===== config.mk =====
export PLATFORM = sky130hd
export DESIGN_NAME = control_pipe_flat
export DESIGN_NICKNAME = d
export VERILOG_FILES = /design/src/rtl/control_pipe_if.sv /design/src/rtl/control_pipe.sv /design/src/flat_wrapper.sv
export SDC_FILE = /design/constraint.sdc
export NUM_CORES = 1
export LEC_CHECK = 0
export BUFFER_PORTS_ARGS = -buffer_cell sky130_fd_sc_hd__buf_2
export CORE_MARGIN = 1.5
export CORE_UTILIZATION = 52
export CTS_CLUSTER_SIZE = 40
export DETAILED_ROUTE_END_ITERATION = 6
export PLACE_DENSITY = 0.84
export SLEW_MARGIN = 20
export SYNTH_ARGS = -nofsm -noshare
export SYNTH_HDL_FRONTEND = slang
export SYNTH_SLANG_ARGS = --single-unit

===== constraint.sdc =====
create_clock -name clk -period 5.3 [get_ports clk]
set_clock_uncertainty 0.05 [all_clocks]
set_input_delay 0.795 -clock clk [delete_from_list [all_inputs] [get_ports clk]]
set_output_delay 0.795 -clock clk [all_outputs]
set_load 0.02 [all_outputs]

===== src/rtl/control_pipe_if.sv =====
// Control-pipe bus: ID-stage instruction stream in, EX/MEM/WB control bundle out.
interface control_pipe_if;
  logic [31:0] in_instruction;
  logic        in_valid;
  logic        in_stall_ext;
  logic        in_flush;

  logic        ID_stall;
  logic        EX_valid;
  logic        EX_alu_src;
  logic [2:0]  EX_alu_op;
  logic        EX_mul_busy;
  logic        MEM_valid;
  logic        MEM_mem_write;
  logic        MEM_mem_read;
  logic        MEM_branch_inst;
  logic        WB_valid;
  logic        WB_write_mem_to_reg;
  logic        WB_write_enable;

  modport master (
    output in_instruction, in_valid, in_stall_ext, in_flush,
    input  ID_stall, EX_valid, EX_alu_src, EX_alu_op, EX_mul_busy,
    input  MEM_valid, MEM_mem_write, MEM_mem_read, MEM_branch_inst,
    input  WB_valid, WB_write_mem_to_reg, WB_write_enable
  );

  modport slave (
    input  in_instruction, in_valid, in_stall_ext, in_flush,
    output ID_stall, EX_valid, EX_alu_src, EX_alu_op, EX_mul_busy,
    output MEM_valid, MEM_mem_write, MEM_mem_read, MEM_branch_inst,
    output WB_valid, WB_write_mem_to_reg, WB_write_enable
  );
endinterface


===== src/rtl/control_pipe.sv =====
// Pipelined control unit: decodes the ID instruction and carries the control bundle
// through EX/MEM/WB, with load-use stall, flush, external stall and a MUL sequencer.
module control_pipe #(
  parameter int unsigned MUL_LATENCY   = 3,
  parameter bit          ENABLE_MUL    = 1'b1,
  parameter bit          ENABLE_HAZARD = 1'b1
) (
  input logic           clk,
  input logic           reset,
  control_pipe_if.slave bus
);

  localparam logic [6:0] OpRtype  = 7'b0110011;
  localparam logic [6:0] OpLoad   = 7'b0000011;
  localparam logic [6:0] OpStore  = 7'b0100011;
  localparam logic [6:0] OpAluImm = 7'b0010011;
  localparam logic [6:0] OpLui    = 7'b0110111;
  localparam logic [6:0] OpBranch = 7'b1100011;

  localparam bit          MulSeq = ENABLE_MUL && (MUL_LATENCY > 1);
  localparam int unsigned CntW   = (MUL_LATENCY > 1) ? $clog2(MUL_LATENCY) : 1;
  localparam logic [CntW-1:0] CntLoad = CntW'(MUL_LATENCY - 1);

  typedef struct packed {
    logic       valid;
    logic       alu_src;
    logic [2:0] alu_op;
    logic       mem_write;
    logic       mem_read;
    logic       branch;
    logic       mem_to_reg;
    logic       write_enable;
    logic [4:0] rd;
  } ex_t;

  typedef struct packed {
    logic valid;
    logic mem_write;
    logic mem_read;
    logic branch;
    logic mem_to_reg;
    logic write_enable;
  } mem_t;

  typedef struct packed {
    logic valid;
    logic mem_to_reg;
    logic write_enable;
  } wb_t;

  typedef enum logic [0:0] {StIdle, StMulBusy} state_t;

  function automatic mem_t to_mem(ex_t e);
    mem_t m;
    m.valid        = e.valid;
    m.mem_write    = e.mem_write;
    m.mem_read     = e.mem_read;
    m.branch       = e.branch;
    m.mem_to_reg   = e.mem_to_reg;
    m.write_enable = e.write_enable;
    return m;
  endfunction

  function automatic wb_t to_wb(mem_t m);
    wb_t w;
    w.valid        = m.valid;
    w.mem_to_reg   = m.mem_to_reg;
    w.write_enable = m.write_enable;
    return w;
  endfunction

  logic [6:0]      opcode;
  logic [6:0]      funct7;
  logic [4:0]      rs1;
  logic [4:0]      rs2;
  logic            unused_funct3;
  logic            uses_rs2;
  logic            load_use;
  logic            mul_busy;
  logic            id_is_mul;
  ex_t             id_ctrl;
  ex_t             ex_q, ex_d;
  mem_t            mem_q, mem_d;
  wb_t             wb_q, wb_d;
  state_t          state_q, state_d;
  logic [CntW-1:0] cnt_q, cnt_d;

  assign opcode        = bus.in_instruction[6:0];
  assign funct7        = bus.in_instruction[31:25];
  assign rs1           = bus.in_instruction[19:15];
  assign rs2           = bus.in_instruction[24:20];
  assign unused_funct3 = ^bus.in_instruction[14:12];

  always_comb begin
    id_ctrl   = '0;
    id_is_mul = 1'b0;
    if (bus.in_valid) begin
      id_ctrl.valid = 1'b1;
      id_ctrl.rd    = bus.in_instruction[11:7];
      case (opcode)
        OpRtype: begin
          id_ctrl.write_enable = 1'b1;
          id_ctrl.alu_op       = 3'b010;
          if (ENABLE_MUL && (funct7 == 7'b0000001)) begin
            id_ctrl.alu_op = 3'b101;
            id_is_mul      = 1'b1;
          end
        end
        OpLoad: begin
          id_ctrl.alu_src      = 1'b1;
          id_ctrl.mem_read     = 1'b1;
          id_ctrl.mem_to_reg   = 1'b1;
          id_ctrl.write_enable = 1'b1;
          id_ctrl.alu_op       = 3'b000;
        end
        OpStore: begin
          id_ctrl.alu_src   = 1'b1;
          id_ctrl.mem_write = 1'b1;
          id_ctrl.alu_op    = 3'b000;
        end
        OpAluImm: begin
          id_ctrl.alu_src      = 1'b1;
          id_ctrl.write_enable = 1'b1;
          id_ctrl.alu_op       = 3'b011;
        end
        OpLui: begin
          id_ctrl.alu_src      = 1'b1;
          id_ctrl.write_enable = 1'b1;
          id_ctrl.alu_op       = 3'b100;
        end
        OpBranch: begin
          id_ctrl.branch = 1'b1;
          id_ctrl.alu_op = 3'b001;
        end
        default: id_ctrl = '0;
      endcase
    end
  end

  assign uses_rs2 = (opcode == OpRtype) || (opcode == OpStore) || (opcode == OpBranch);
  assign load_use = ENABLE_HAZARD && ex_q.valid && ex_q.mem_read && (ex_q.rd != 5'd0) &&
                    ((ex_q.rd == rs1) || ((ex_q.rd == rs2) && uses_rs2));
  assign mul_busy = (state_q == StMulBusy);

  always_ff @(posedge clk or posedge reset) begin
    if (reset) begin
      state_q <= StIdle;
      cnt_q   <= '0;
      ex_q    <= '0;
      mem_q   <= '0;
      wb_q    <= '0;
    end else begin
      state_q <= state_d;
      cnt_q   <= cnt_d;
      ex_q    <= ex_d;
      mem_q   <= mem_d;
      wb_q    <= wb_d;
    end
  end

  // External stall leaves every *_d at its hold value.
  always_comb begin
    state_d = state_q;
    cnt_d   = cnt_q;
    ex_d    = ex_q;
    mem_d   = mem_q;
    wb_d    = wb_q;
    if (!bus.in_stall_ext) begin
      wb_d = to_wb(mem_q);
      if (bus.in_flush) begin
        ex_d    = '0;
        mem_d   = '0;
        state_d = StIdle;
        cnt_d   = '0;
      end else if (mul_busy) begin
        // The MUL sits in EX; leaving busy one cycle early lets it advance from IDLE.
        mem_d = '0;
        if (cnt_q <= CntW'(1)) begin
          state_d = StIdle;
          cnt_d   = '0;
        end else begin
          cnt_d = cnt_q - CntW'(1);
        end
      end else if (load_use) begin
        ex_d  = '0;
        mem_d = to_mem(ex_q);
      end else begin
        ex_d  = id_ctrl;
        mem_d = to_mem(ex_q);
        if (MulSeq && id_is_mul) begin
          state_d = StMulBusy;
          cnt_d   = CntLoad;
        end
      end
    end
  end

  always_comb begin
    bus.ID_stall            = !reset &&
                              (bus.in_stall_ext || (!bus.in_flush && (mul_busy || load_use)));
    bus.EX_valid            = ex_q.valid;
    bus.EX_alu_src          = ex_q.alu_src;
    bus.EX_alu_op           = ex_q.alu_op;
    bus.EX_mul_busy         = mul_busy;
    bus.MEM_valid           = mem_q.valid;
    bus.MEM_mem_write       = mem_q.mem_write;
    bus.MEM_mem_read        = mem_q.mem_read;
    bus.MEM_branch_inst     = mem_q.branch;
    bus.WB_valid            = wb_q.valid;
    bus.WB_write_mem_to_reg = wb_q.mem_to_reg;
    bus.WB_write_enable     = wb_q.valid && wb_q.write_enable;
  end

endmodule


===== src/flat_wrapper.sv =====
// flat-port wrapper written by rule: the top's interface ports become plain ports
module control_pipe_flat 
#(
  parameter int unsigned MUL_LATENCY   = 3,
  parameter bit          ENABLE_MUL    = 1'b1,
  parameter bit          ENABLE_HAZARD = 1'b1
)
  (clk, reset, bus_in_instruction, bus_in_valid, bus_in_stall_ext, bus_in_flush, bus_ID_stall, bus_EX_valid, bus_EX_alu_src, bus_EX_alu_op, bus_EX_mul_busy, bus_MEM_valid, bus_MEM_mem_write, bus_MEM_mem_read, bus_MEM_branch_inst, bus_WB_valid, bus_WB_write_mem_to_reg, bus_WB_write_enable);
  control_pipe_if bus_i ();
  input logic clk;
  input logic reset;
  input wire logic [$bits(bus_i.in_instruction)-1:0] bus_in_instruction;
  input wire logic [$bits(bus_i.in_valid)-1:0] bus_in_valid;
  input wire logic [$bits(bus_i.in_stall_ext)-1:0] bus_in_stall_ext;
  input wire logic [$bits(bus_i.in_flush)-1:0] bus_in_flush;
  output wire logic [$bits(bus_i.ID_stall)-1:0] bus_ID_stall;
  output wire logic [$bits(bus_i.EX_valid)-1:0] bus_EX_valid;
  output wire logic [$bits(bus_i.EX_alu_src)-1:0] bus_EX_alu_src;
  output wire logic [$bits(bus_i.EX_alu_op)-1:0] bus_EX_alu_op;
  output wire logic [$bits(bus_i.EX_mul_busy)-1:0] bus_EX_mul_busy;
  output wire logic [$bits(bus_i.MEM_valid)-1:0] bus_MEM_valid;
  output wire logic [$bits(bus_i.MEM_mem_write)-1:0] bus_MEM_mem_write;
  output wire logic [$bits(bus_i.MEM_mem_read)-1:0] bus_MEM_mem_read;
  output wire logic [$bits(bus_i.MEM_branch_inst)-1:0] bus_MEM_branch_inst;
  output wire logic [$bits(bus_i.WB_valid)-1:0] bus_WB_valid;
  output wire logic [$bits(bus_i.WB_write_mem_to_reg)-1:0] bus_WB_write_mem_to_reg;
  output wire logic [$bits(bus_i.WB_write_enable)-1:0] bus_WB_write_enable;
  assign bus_i.in_instruction = bus_in_instruction;
  assign bus_i.in_valid = bus_in_valid;
  assign bus_i.in_stall_ext = bus_in_stall_ext;
  assign bus_i.in_flush = bus_in_flush;
  assign bus_ID_stall = bus_i.ID_stall;
  assign bus_EX_valid = bus_i.EX_valid;
  assign bus_EX_alu_src = bus_i.EX_alu_src;
  assign bus_EX_alu_op = bus_i.EX_alu_op;
  assign bus_EX_mul_busy = bus_i.EX_mul_busy;
  assign bus_MEM_valid = bus_i.MEM_valid;
  assign bus_MEM_mem_write = bus_i.MEM_mem_write;
  assign bus_MEM_mem_read = bus_i.MEM_mem_read;
  assign bus_MEM_branch_inst = bus_i.MEM_branch_inst;
  assign bus_WB_valid = bus_i.WB_valid;
  assign bus_WB_write_mem_to_reg = bus_i.WB_write_mem_to_reg;
  assign bus_WB_write_enable = bus_i.WB_write_enable;
  control_pipe #(.MUL_LATENCY(MUL_LATENCY), .ENABLE_MUL(ENABLE_MUL), .ENABLE_HAZARD(ENABLE_HAZARD)) u_core (.clk(clk), .reset(reset), .bus(bus_i));
endmodule

[After elaboration in Yosys (flattened, before gate mapping)]
Cells that the tools add are included.
Word-level totals
  bits in registers: 27
  bits of input ports: 37
  output and inout bits: 14
  logic and storage cells: 83
Cells by class
  add/subtract/negate cells: 1
  $lt $le $gt $ge: 1
  equality and inequality tests: 11
  muxes and demuxes: 28
  bitwise operators: 1
  reductions and logical operators: 21
Operators by type and width (count)
  15-bit two-way mux: 4
  7-bit by 6-bit equality test with 1-bit output, second input constant: 3
  1-bit two-way mux: 14
  6-bit two-way mux: 2
  3-bit one-hot mux with 4 select lines: 1
  5-bit equality test: 2
  2-bit two-way mux: 5
  4-bit OR reduction: 2
  7-bit by 1-bit equality test with 1-bit output, second input constant: 1
  7-bit by 2-bit equality test with 1-bit output, second input constant: 1
  7-bit by 5-bit equality test with 1-bit output, second input constant: 1
  7-bit equality test, second input constant: 1
  1-bit logical AND: 7
  6-bit OR reduction: 1
  1-bit logical OR: 5
  5-bit two-way mux: 1
  5-bit nonzero test: 1
  3-bit two-way mux: 1
  3-bit != test, second input constant: 1
  3-bit AND reduction: 1
  3-bit nonzero test: 1
  2-bit by 1-bit less-or-equal comparator with 1-bit output, second input constant: 1
  1-bit zero test: 2
  2-bit != test, second input constant: 1
  3 further kinds: 3

[Depth between registers and ports, before layout]
Gate-level depths: netlist of the first run.
  depth after elaboration: 10
  depth in mapped cells: 6
  depth with buffers taken out: 5

[Worst setup path after synthesis of the first run]
Ideal clock, no wire load.
  path kind: input to output
  start: input bus_in_instruction[2]
  end: output bus_ID_stall
  arrival time: 1983 ps
  data required time: 4455 ps
  setup slack: 2472 ps
  cell stages on the path: 6
  path buffers: 1
  cell sequence: and4bb_2 nand4_1 o22ai_1 and2_1 buf_2 a22o_1
On the way
  word-level cells in the longest chain between the ends: 10
  elaborated cells on any way between the ends: 12
  those cells by class: eq/ne: 3; reduce/logical: 9
RTL lines
  start: declaration: RTL line flat_wrapper.sv:12  | input wire logic [$bits(bus_i.in_instruction)-1:0] bus_in_instruction;
  7-bit by 6-bit equality test with 1-bit output: RTL line control_pipe.sv:140  | assign uses_rs2 = (opcode == OpRtype) || (opcode == OpStore) || (opcode == OpBranch);
  1-bit logical OR: RTL line control_pipe.sv:140
  1-bit logical OR *: RTL line control_pipe.sv:140
  1-bit logical AND *: RTL line control_pipe.sv:142  | ((ex_q.rd == rs1) || ((ex_q.rd == rs2) && uses_rs2));
  1-bit logical OR *: RTL line control_pipe.sv:142
  1-bit logical AND *: RTL line control_pipe.sv:141  | assign load_use = ENABLE_HAZARD && ex_q.valid && ex_q.mem_read && (ex_q.rd != 5'd0) &&
  1-bit logical OR *: RTL line control_pipe.sv:200  | (bus.in_stall_ext || (!bus.in_flush && (mul_busy || load_use)));
  1-bit logical AND *: RTL line control_pipe.sv:200
  1-bit logical OR *: RTL line control_pipe.sv:200
  1-bit logical AND *: RTL line control_pipe.sv:199  | bus.ID_stall = !reset &&
  end: declaration: RTL line flat_wrapper.sv:16  | output wire logic [$bits(bus_i.ID_stall)-1:0] bus_ID_stall;
Mark *: on every way between the ends. The rest lies on a longest branch, timed or not.

[Final worst setup path of the first run]
Ends and elaborated chain as after synthesis.

==> Flow_metrics.wiki, run 1 <==
{| class="wikitable"
! Metric !! Value
|-
| Worst Path Arrival || 2.40 ns
|-
| Effective utilization at floorplan || between 50% and 60%
|-
| Critical path's slowest cell || and2_1
|-
| Clock tree from TritonCTS || yes
|-
| Ports placed on the boundary || 51
|-
| Post-CTS Setup Repair Bufs || 0
|-
| Deepest clock path buffer count || 2
|-
| Cell taking the most area after synthesis || dfrtp_1
|-
| Cts bufs inserted || 3
|-
| Clock period minus final worst setup slack || roughly 3.2 ns
|-
| R2r worst-path depth || 4
|-
| Chip Width || 54.2 um
|-
| Via count || 1243
|-
| Final nets || 216
|-
| Type of element capturing the critical path || output pin
|-
| Gp weighted congestion || 0.900
|-
| Post-cts resize count || 0
|-
| Total of buffers placed on input and output ports || 47
|-
| Cell count along the critical path || 7
|-
| RSZ-0062 raised after global routing || false
|-
| Unique masters post-synth || 37
|-
| Maximum fanout along the worst path || 11
|-
| DIE AREA || 0.00294 mm2
|-
| Part of the total power dissipated in sequential elements || 60.0%
|-
| Net load switching power || 0.0000838 W
|-
| Overall track demand over capacity in global routing || 23.4%
|-
| Maximum achievable frequency || 308 MHz
|-
| Global-route congestion overflow total || 0
|-
| Type of the most critical hold path || flop to flop
|-
| Number of antenna violations at the first check in global routing || 0
|-
| Number of buffers inserted for hold repair after clock tree synthesis || 0
|-
| Number of synthesized flops with an enable pin || 0
|-
| DP HPWL || 2370 um
|-
| Post-synthesis sequential element count || 25
|-
| Setup CP Type || input port to output pin
|-
| Area of the core || 0.00248 mm2
|-
| Final hold violations || 0
|-
| Combinational share of power || roughly 14%
|-
| Antenna violation net count after detailed routing || 0
|-
| Total negative slack for setup checks || 0 ns
|-
| Count of maximum capacitance violations || 0
|-
| Dominant cells by area after synthesis || dfrtp_1 (46%), xnor2_1 (6.4%), a32o_1 (4.4%)
|-
| Number of optimization iterations in the first detailed-route pass || 4
|-
| Share of total power consumed by net switching || 25.9%
|-
| Share of final-layout standard cells stronger than drive strength 1 || 32.6%
|-
| Worst-Margin Slew || 0.950 ns
|-
| Final max-slew violation count || 0
|-
| Largest stage delay, worst path || 0.40 ns
|-
| Crit start category || input port
|-
| Final cycle utilization of the critical path || 61.3%
|-
| Worst-case headroom to the max-slew limit || 36.6%
|-
| Htree depth || 1
|-
| Clock latency at the later pin of the worst-skew pair || 0.32 ns
|-
| Family with the most delay on the worst path || simple AND/OR/NAND/NOR gates
|-
| Hold Path Stages || 2
|-
| Leakage power || 0.777 nW
|-
| Instance count of the mapped netlist || 135
|-
| Max rail drop VDD || roughly 0.12 mV
|-
| Most flops, register || u_core.ex_q
|-
| Wire length reported by the detailed router || 3010 um
|-
| Cell occurring most often along the worst timing path || buf_2
|-
| Netlist area before placement || 0.00137 mm2
|-
| Pin count of the biggest net entering global routing || 27
|-
| Most common flop cell mapped by yosys || dfrtp_1
|-
| Diodes inserted || 0
|-
| Pwr per Cell Area || 200 mW/mm2
|-
| Buf/Inv on CP || 2
|-
| Data required time at the worst endpoint || 4.45 ns
|-
| First-pass GRT wire length || 5000 um
|-
| Seq/Total Area, Yosys || between 40% and 50%
|-
| Post-route DRC || 0
|-
| Power share of the clock group || 25.9%
|-
| Number of warnings printed during yosys synthesis || 0
|-
| Routed length per placed instance || 14.5 um
|-
| Fraction of post-synthesis cell area in the top cell type by area || 45.8%
|-
| Die Ht || 54.2 um
|-
| Clk sinks || 25
|-
| Share of the core filled with cells in the final layout || ~65%
|-
| Syn avg cell area || between 10 and 15 um2
|-
| Synth-to-Final Area Change || 18.8%
|-
| Setup violation total in the final timing report || 0
|-
| Vias in the first global route || 1145
|-
| Flip-flop count of the largest register, all copies and words added || 9
|-
| Iter 0 DRT Violations || 29
|-
| Number of filler instances in the final layout || between 200 and 250
|-
| Ys async rst share || 100%
|-
| Internal Dissipation || 0.000240 W
|-
| Vias/cell || 5.98
|-
| Worst path cell trace || buf_2 -> and4bb_2 -> nand4_1 -> o22ai_1 -> and2_1 -> a22o_1 -> buf_2
|-
| Root cell of the clock tree || clkbuf_4
|-
| Clock slew seen by the registers of the worst setup and hold paths || 0.13 ns
|-
| Synthesized Nets || 172
|-
| Row Count || 18
|-
| Result of the run || finished clean
|}
## worst register-to-register path: cells and delay by family (launching register included)
kind / cells / cell delay (ns)
AND/OR/NAND/NOR: 1 / 0.39
AO/OA/AOI/OAI: 3 / 1.16
flip-flops: 1 / 0.45
## metrics by stage
stage / cells / hold WS (ns) / total power [W] / setup slack [ns] / area, um2
after floorplan: 135 / 0.394 / 0.000223 / 2.47 / 1370
after global placement: 204 / 0.413 / 0.000242 / 2.07 / 1590
after detailed placement: 204 / 0.425 / 0.000244 / 2.05 / 1590
after CTS: 208 / 0.458 / 0.000324 / 2.04 / 1620
after global routing: 208 / 0.469 / 0.000340 / 1.91 / 1620
final: 208 / 0.459 / 0.000324 / 2.05 / 1620
## path summary, 6_finish.rpt
path | end | startpoint | slack (ns)
setup / recovery | bus_ID_stall | bus_in_instruction[2] | 2.05
hold / removal | u_core.bus.EX_alu_op[2]$_DFFE_PP0P_ | u_core.bus.EX_alu_op[2]$_DFFE_PP0P_ | 0.46
setup reg to reg | u_core.cnt_q[0]$_DFFE_PP0P_ | u_core.ex_q[3]$_DFFE_PP0P_ | 3.13
hold reg to reg | u_core.bus.EX_alu_op[2]$_DFFE_PP0P_ | u_core.bus.EX_alu_op[2]$_DFFE_PP0P_ | 0.46
max in group asynchronous | u_core.bus.EX_alu_op[1]$_DFFE_PP0P_ | reset | 3.98
min in group asynchronous | u_core.ex_q[5]$_DFFE_PP0P_ | reset | 0.63
## per-layer routing
metal | GRT usage (%) | vias to the layer above | part of all wire [%]
li1 | - | 590 | -
met2 | 37.3 | 66 | 46
met4 | 9.17 | 0 | 2.2
met5 | 0 | - | 0
met3 | 2.46 | 8 | 7.1
met1 | 32.9 | 579 | 44
## synth_stat cells, types with 2 or more instances
library cell and instances:
mux2_2 3, nand4_1 7, o31ai_1 2, inv_1 3
or3_1 2, nand2b_1 4, nand3_1 3, nor2_1 3
a32o_1 6, nor2b_1 4, and2_1 3, clkbuf_1 2
nand2_1 15, xnor2_1 10, buf_2 2, a22o_1 6
buf_4 3, o21ai_0 11, a21oi_1 3, o41ai_1 2
dfrtp_1 25
## cells by family after synthesis
family          count (synthesis)  synth area share, %
flops                          25                 45.8
buf+inv                        11                 4.03
compound gates                 36                 19.3
mux                             3                 2.47
xor+xnor                       11                 7.06
simple gates                   49                 21.3
## final cells by class
type	count	area (um2)	share of cell area, %
repair buffers	47	235	14.5
multi-input cells	99	684	42.2
clock inverters	1	5.00	0.309
flip-flops and latches	25	626	38.6
well taps	30	37.5	2.31
inverters	3	11.3	0.694
clock buffers	3	22.5	1.39
## placed cells by master (no fill, tap or decap), types with 2 or more instances in the layout
cell type,instances
inv_1,3
o41ai_1,2
mux2_2,3
nand2_1,15
nand3_1,3
nor2b_1,4
nand4_1,7
a22o_1,6
o31ai_1,2
buf_2,47
or3_1,2
clkbuf_4,3
a21oi_1,3
a32o_1,6
o21ai_0,11
and2_1,3
nand2b_1,4
dfrtp_1,25
xnor2_1,10
nor2_1,3
## power by group through the flow
stage               Sequential [W]  Combinational, W  Clock [W]
floorplan                 0.000198         0.0000246          0
global placement          0.000198         0.0000440          0
detailed placement        0.000198         0.0000455          0
CTS                       0.000194         0.0000457  0.0000842
global route              0.000195         0.0000511  0.0000943
finish                    0.000194         0.0000458  0.0000839
Note: power is estimated with default switching activity, not from simulation.
==> run 2, diff against run 1 <==
- ABC_AREA: unset -> 1
- CORE_UTILIZATION: 52 -> 45
- PLACE_DENSITY: 0.84 -> 0.76
- clock period: 5.3 -> 2.8 ns (I/O delays scaled with it)
==> Flow_metrics.wiki, run 2 <==
{| class="wikitable"
! Metric !! Value
|-
| Synthesized Nets || approximately 230
|-
| Final max-slew violation count || 0
|-
| Fraction of post-synthesis cell area in the top cell type by area || 42.5%
|-
| Internal Dissipation || 0.000452 W
|-
| Max rail drop VDD || 0.185 mV
|-
| Ports placed on the boundary || between 50 and 60
|-
| Chip Width || 60.2 um
|-
| Combinational share of power || between 10% and 20%
|-
| Worst-Margin Slew || 0.923 ns
|-
| Unique masters post-synth || 35
|-
| RSZ-0062 raised after global routing || false
|-
| Clock tree from TritonCTS || yes
|-
| Final hold violations || 0
|-
| Post-CTS Setup Repair Bufs || 0
|-
| Area taken by multi-input logic gates || 699 um2
|-
| Cts bufs inserted || 3
|-
| Worst R2R Setup Slack || 1.23 ns
|-
| First-pass GRT wire length || 5070 um
|-
| Part of the total power dissipated in sequential elements || 59.1%
|-
| Post-cts resize count || 0
|-
| Flip-flop count of the largest register, all copies and words added || 9
|-
| Share of final-layout standard cells stronger than drive strength 1 || between 20% and 30%
|-
| Htree depth || 1
|-
| Wire length reported by the detailed router || 3020 um
|-
| Clock latency at the later pin of the worst-skew pair || around 0.33 ns
|-
| Setup CP Type || flop to output pin
|-
| Type of the most critical hold path || input port to async pin
|-
| Clk sinks || 25
|-
| Leakage power || 0.979 nW
|-
| Global-route congestion overflow total || 0
|-
| Worst-case headroom to the max-slew limit || 38.4%
|-
| DIE AREA || 0.00362 mm2
|-
| Number of filler instances in the final layout || 310
|-
| Most common flop cell mapped by yosys || dfrtp_1
|-
| Via count || around 1400
|-
| Worst Path Arrival || 1.69 ns
|-
| DP HPWL || 2340 um
|-
| Final cycle utilization of the critical path || a little under 80%
|-
| Instance count of the mapped netlist || 195
|-
| Gp weighted congestion || 0.892
|-
| Deepest clock path buffer count || 2
|-
| Root cell of the clock tree || clkbuf_4
|-
| Area of all sequential standard cells || 626 um2
|-
| Clock period minus final worst setup slack || 2.16 ns
|-
| Iter 0 DRT Violations || 47
|-
| Maximum fanout along the worst path || 4
|-
| Power share of the clock group || 27.4%
|-
| Post-route DRC || 0
|-
| Result of the run || finished clean
|-
| Clock slew seen by the registers of the worst setup and hold paths || 0.15 ns
|-
| Leading cell types by count after synthesis || nand2_1 (62), inv_1 (26), dfrtp_1 (25), nor2_1 (12), nand3_1 (8)
|-
| Count of maximum capacitance violations || 0
|-
| Most flops, register || u_core.ex_q
|-
| Most frequent cells in the layout || nand2_1 (62), buf_2 (47), inv_1 (26), dfrtp_1 (25), nor2_1 (12)
|-
| Most repeated cell in the gate-level netlist after synthesis || nand2_1
|-
| Vias/cell || approximately 4.8
|-
| Netlist area before placement || roughly 0.0015 mm2
|-
| Setup violation total in the final timing report || 0
|-
| Vias in the first global route || 1224
|-
| Total negative slack for setup checks || 0 ns
|-
| Diodes inserted || 0
|-
| Dominant cells by area after synthesis || dfrtp_1 (43%), nand2_1 (16%), inv_1 (6.6%)
|-
| Post-synthesis sequential element count || 25
|-
| Number of synthesized flops with an enable pin || 0
|-
| R2r worst-path depth || 7
|-
| Syn avg cell area || between 7 and 8 um2
|-
| Row Count || 20
|-
| Antenna violation net count after detailed routing || 0
|-
| Smallest hold slack || around 0.22 ns
|-
| Effective utilization at floorplan || 47.8%
|-
| Number of antenna violations at the first check in global routing || 0
|-
| Start of the worst register-to-register path || u_core.bus.EX_mul_busy$_DFFE_PP0N_
|-
| Maximum achievable frequency || between 400 and 500 MHz
|-
| Pin count of the biggest net entering global routing || 26
|-
| Crit start category || flop
|-
| Ys async rst share || between 90% and 100%
|-
| Number of optimization iterations in the first detailed-route pass || 4
|-
| Share of total power consumed by net switching || 27.3%
|-
| Seq/Total Area, Yosys || between 40% and 50%
|-
| Data required time at the worst endpoint || 2.33 ns
|-
| Total of buffers placed on input and output ports || 47
|-
| Die Ht || 60.2 um
|-
| Routed length per placed instance || about 11 um
|-
| Pwr per Cell Area || 352 mW/mm2
|-
| Number of buffers inserted for hold repair after clock tree synthesis || 0
|-
| Area of the core || 0.00308 mm2
|-
| Most common cell after layout, fill and taps aside || nand2_1
|-
| Net load switching power || 0.000170 W
|-
| Overall track demand over capacity in global routing || around 19%
|-
| Synth-to-Final Area Change || 20.0%
|-
| Type of element capturing the critical path || output pin
|-
| Cell taking the most area after synthesis || dfrtp_1
|-
| Number of warnings printed during yosys synthesis || 0
|-
| Capture point of the worst reg-to-reg path || u_core.ex_q[0]$_DFFE_PP0P_
|-
| Final nets || 280
|}
[run 2: changes by cell type after synthesis, moves of 4 or more]
cell | before | now
a22o_1 | 6 | 0
a32o_1 | 6 | 1
inv_1 | 3 | 26
inv_2 | 0 | 5
nand2_1 | 15 | 62
nand2b_1 | 4 | 0
nand3_1 | 3 | 8
nor2_1 | 3 | 12
nor2b_1 | 4 | 0
o21ai_0 | 11 | 5
o21ai_1 | 0 | 7
xnor2_1 | 10 | 2
[run 2: worst max-delay path: stages, from the launching register on]
cell and delay [ns]:
dfrtp_1 0.44, inv_2 0.08, nand2_1 0.05, nand2_1 0.05
nand2_1 0.05, nor2_1 0.10, nand2_1 0.08, nand2_2 0.11
nand3_1 0.11, a21oi_1 0.13, buf_2 0.17
[run 2: cell families (layout without fill, tap and decap cells)]
logic type	count (synthesis)	count (layout)	synth area share, %
AND/OR/NAND/NOR	104	104	33.8
buffers and inverters	36	83	9.95
AO/OA/AOI/OAI	26	26	11.4
flip-flops	25	25	42.5
XOR/XNOR	4	4	2.38
[run 2: how the worst max path moves through the flow]
| stage | start | end | slack (ns) | cells past startpoint |
|---|---|---|---|---|
| floorplan | bus_in_instruction[3] | bus_ID_stall | 0.91 | 9 |
| global placement | bus_in_instruction[3] | bus_ID_stall | 0.81 | 11 |
| detailed placement | bus_in_instruction[3] | bus_ID_stall | 0.78 | 11 |
| CTS | u_core.ex_q[2]$_DFFE_PP0P_ | bus_ID_stall | 0.62 | 10 |
| global route | u_core.ex_q[1]$_DFFE_PP0P_ | bus_ID_stall | 0.49 | 9 |
| finish | u_core.ex_q[2]$_DFFE_PP0P_ | bus_ID_stall | 0.64 | 10 |
[run 2: power groups by stage]
stage                     registers [W]  logic (W)  clock network (W)
after floorplan                0.000374  0.0000458                  0
after global placement         0.000374  0.0000832                  0
after detailed placement       0.000374  0.0000847                  0
after CTS                      0.000368  0.0000850           0.000173
after global routing           0.000368  0.0000953           0.000192
final                          0.000368  0.0000838           0.000170
[run 2: area by class of cell]
cell class	count	share of cell area [%]
multi-input cells	134	39.6
well taps	44	3.12
inverters	32	6.80
clock buffers	3	1.28
flip-flops and latches	25	35.4
repair buffers	47	13.3
clock inverters	1	0.425
[run 2: routing by layer]
layer  up-vias  wire, um  track usage (%)  share of wire [%]
li1        712         -                -                  -
met1       612      1440             25.9                 48
met2        40      1370             28.9                 45
met3         4       167             3.03                5.5
met4         0        38             6.98                1.3
met5         -         0                0                  0
[run 2: stage by stage]
stage	instance area [um2]	cells	utilization [%]	setup WS (ns)	total power (W)
2_1_floorplan	1470	195	-	0.915	0.000420
3_3_place_gp	1740	282	56.4	0.807	0.000457
3_5_place_dp	1740	282	56.4	0.777	0.000459
4_1_cts	1770	286	57.4	0.623	0.000625
5_1_grt	1770	286	57.4	0.488	0.000656
6_report	1770	286	57.4	0.644	0.000622
==> run 3, diff against run 2 <==
- ABC_AREA: 1 -> 0
- CORE_UTILIZATION: 45 -> 48
- PLACE_DENSITY: 0.76 -> 0.78
- clock period: 2.8 -> 2.1 ns (I/O delays scaled with it)
==> Flow_metrics.wiki, run 3 (synthesis results as in run 1) <==
{| class="wikitable"
! Metric !! Value
|-
| Internal Dissipation || 0.000619 W
|-
| Total negative slack for setup checks || -0.138 ns
|-
| Vias in the first global route || 1272
|-
| Deepest clock path buffer count || 2
|-
| Worst Path Arrival || 1.87 ns
|-
| Wire length reported by the detailed router || 3120 um
|-
| Clock tree from TritonCTS || yes
|-
| Final hold violations || 0
|-
| Via count || 1282
|-
| Leakage power || about 0.86 nW
|-
| Most common cell after layout, fill and taps aside || buf_2
|-
| Number of filler instances in the final layout || between 200 and 250
|-
| DP HPWL || 2440 um
|-
| Post-route DRC || 0
|-
| Number of optimization iterations in the first detailed-route pass || 4
|-
| Type of the most critical hold path || input port to async pin
|-
| Overall track demand over capacity in global routing || 21.1%
|-
| Routed length per placed instance || 14.0 um
|-
| Worst path cell trace || or3_1 -> o311a_1 -> and2_4 -> a22o_1 -> buf_6
|-
| Flip-flop count of the largest register, all copies and words added || 9
|-
| Vias/cell || between 5 and 6
|-
| DIE AREA || 0.00317 mm2
|-
| Final max-slew violation count || 0
|-
| RSZ-0062 raised after global routing || true
|-
| Worst-Margin Slew || between 0.4 and 0.5 ns
|-
| Max rail drop VDD || roughly 0.38 mV
|-
| Crit start category || flop
|-
| Data required time at the worst endpoint || 1.74 ns
|-
| Total of buffers placed on input and output ports || 47
|-
| Area of the core || 0.00273 mm2
|-
| Number of antenna violations at the first check in global routing || 0
|-
| Clock slew seen by the registers of the worst setup and hold paths || 0.13 ns
|-
| Power share of the clock group || 25.3%
|-
| Setup CP Type || flop to output pin
|-
| Clock latency at the later pin of the worst-skew pair || slightly above 0.3 ns
|-
| Cts bufs inserted || 3
|-
| First-pass GRT wire length || 5400 um
|-
| Maximum fanout along the worst path || 2
|-
| Net load switching power || between 0.0002 and 0.00025 W
|-
| Die Ht || 56.3 um
|-
| Smallest hold slack || 0.0263 ns
|-
| Clk sinks || 25
|-
| Pin count of the biggest net entering global routing || 26
|-
| Count of maximum capacitance violations || 0
|-
| Largest stage delay, worst path || 0.40 ns
|-
| Final nets || between 200 and 250
|-
| Htree depth || 1
|-
| Row Count || 19
|-
| Setup slack of the critical path after layout || -0.138 ns
|-
| Chip Width || 56.3 um
|-
| Diodes inserted || 0
|-
| Ports placed on the boundary || 51
|-
| Antenna violation net count after detailed routing || 0
|-
| Synth-to-Final Area Change || 28.1%
|-
| Setup Slack @ Placement || -0.00155 ns
|-
| Final cycle utilization of the critical path || 107%
|-
| Share of final-layout standard cells stronger than drive strength 1 || 38.7%
|-
| Worst-case headroom to the max-slew limit || 66.9%
|-
| Area of all sequential standard cells || 626 um2
|-
| Clock period minus final worst setup slack || about 2.2 ns
|-
| Global-route congestion overflow total || 0
|-
| Number of cells after detailed placement || 216
|-
| Fin cells || 222
|-
| Most frequent cells in the layout || buf_2 (46), dfrtp_1 (25), nand2_1 (15), buf_4 (13), o21ai_0 (11)
|-
| Root cell of the clock tree || clkbuf_4
|-
| Critical path's slowest cell || dfrtp_1
|-
| Violations in the final reports || negative setup slack
|-
| Combinational share of power || roughly 15%
|-
| Effective utilization at floorplan || 49.9%
|-
| Most flops, register || u_core.ex_q
|-
| Setup violation total in the final timing report || 1
|-
| Type of element capturing the critical path || output pin
|-
| Gp weighted congestion || 0.843
|-
| Result of the run || finished, violations left
|-
| Pwr per Cell Area || ~470 mW/mm2
|-
| Area taken by multi-input logic gates || 708 um2
|-
| Part of the total power dissipated in sequential elements || 59.3%
|-
| Iter 0 DRT Violations || 33
|-
| Share of total power consumed by net switching || roughly a quarter
|-
| Maximum achievable frequency || 447 MHz
|}
-- run 3: what timing repair did --
action | in CTS | in global routing
pin swaps | 3 | 6
buffers inserted | 2 | 1
hold buffers | 0 | 0
gates resized for setup | 3 | 3
setup endpoints to repair | 1 | 2
-- run 3: layer usage --
metal | GRT usage (%) | up-vias | wire length [um]
met4 | 5.10 | 0 | 29
li1 | - | 618 | -
met3 | 2.07 | 4 | 204
met1 | 29.0 | 608 | 1330
met5 | 0 | - | 0
met2 | 36.0 | 52 | 1550
-- run 3: worst paths after layout --
| kind | endpoint | start | cells past startpoint | slack (ns) |
|---|---|---|---|---|
| max reg2reg | u_core.cnt_q[0]$_DFFE_PP0P_ | u_core.ex_q[3]$_DFFE_PP0P_ | 5 | 0.11 |
| min reg2reg | u_core.bus.EX_alu_op[0]$_DFFE_PP0P_ | u_core.bus.EX_alu_op[0]$_DFFE_PP0P_ | 2 | 0.45 |
| min | u_core.mem_q[1]$_DFFE_PP0N_ | reset | 3 | 0.03 |
| min in group clk | u_core.cnt_q[0]$_DFFE_PP0P_ | bus_in_flush | 2 | 0.20 |
| max in group asynchronous | u_core.bus.EX_alu_src$_DFFE_PP0P_ | reset | 3 | 1.73 |
| max | bus_ID_stall | u_core.ex_q[3]$_DFFE_PP0P_ | 5 | -0.14 |
-- run 3: area by class of cell --
class | count | area share (%)
Clock buffer | 4 | 1.50
Inverter | 3 | 0.644
Multi-Input combinational cell | 99 | 40.5
Sequential cell | 25 | 35.8
Tap cell | 31 | 2.22
Timing Repair Buffer | 60 | 19.4
-- run 3: through the flow --
step	util [%]	instance area, um2	power (W)
floorplan	-	1370	0.000562
global placement	61.4	1680	0.000619
detailed placement	61.4	1680	0.000624
CTS	63.2	1730	0.000834
global route	64.0	1750	0.000877
finish	64.0	1750	0.000827
-- run 3: power by group through the flow --
stage | sequential, W | clock (W) | combinational (W)
after floorplan | 0.000500 | 0 | 0.0000620
after global placement | 0.000499 | 0 | 0.000120
after detailed placement | 0.000500 | 0 | 0.000125
after CTS | 0.000490 | 0.000217 | 0.000127
after global routing | 0.000492 | 0.000243 | 0.000142
final | 0.000490 | 0.000209 | 0.000127
-- run 3: worst max-delay path: cells and delay by family (launching register included) --
kind	cells	cell delay [ns]
AOI/OAI and AO/OA	2	0.51
buffers and inverters	1	0.13
and+or+nand+nor	2	0.53
DFF	1	0.40
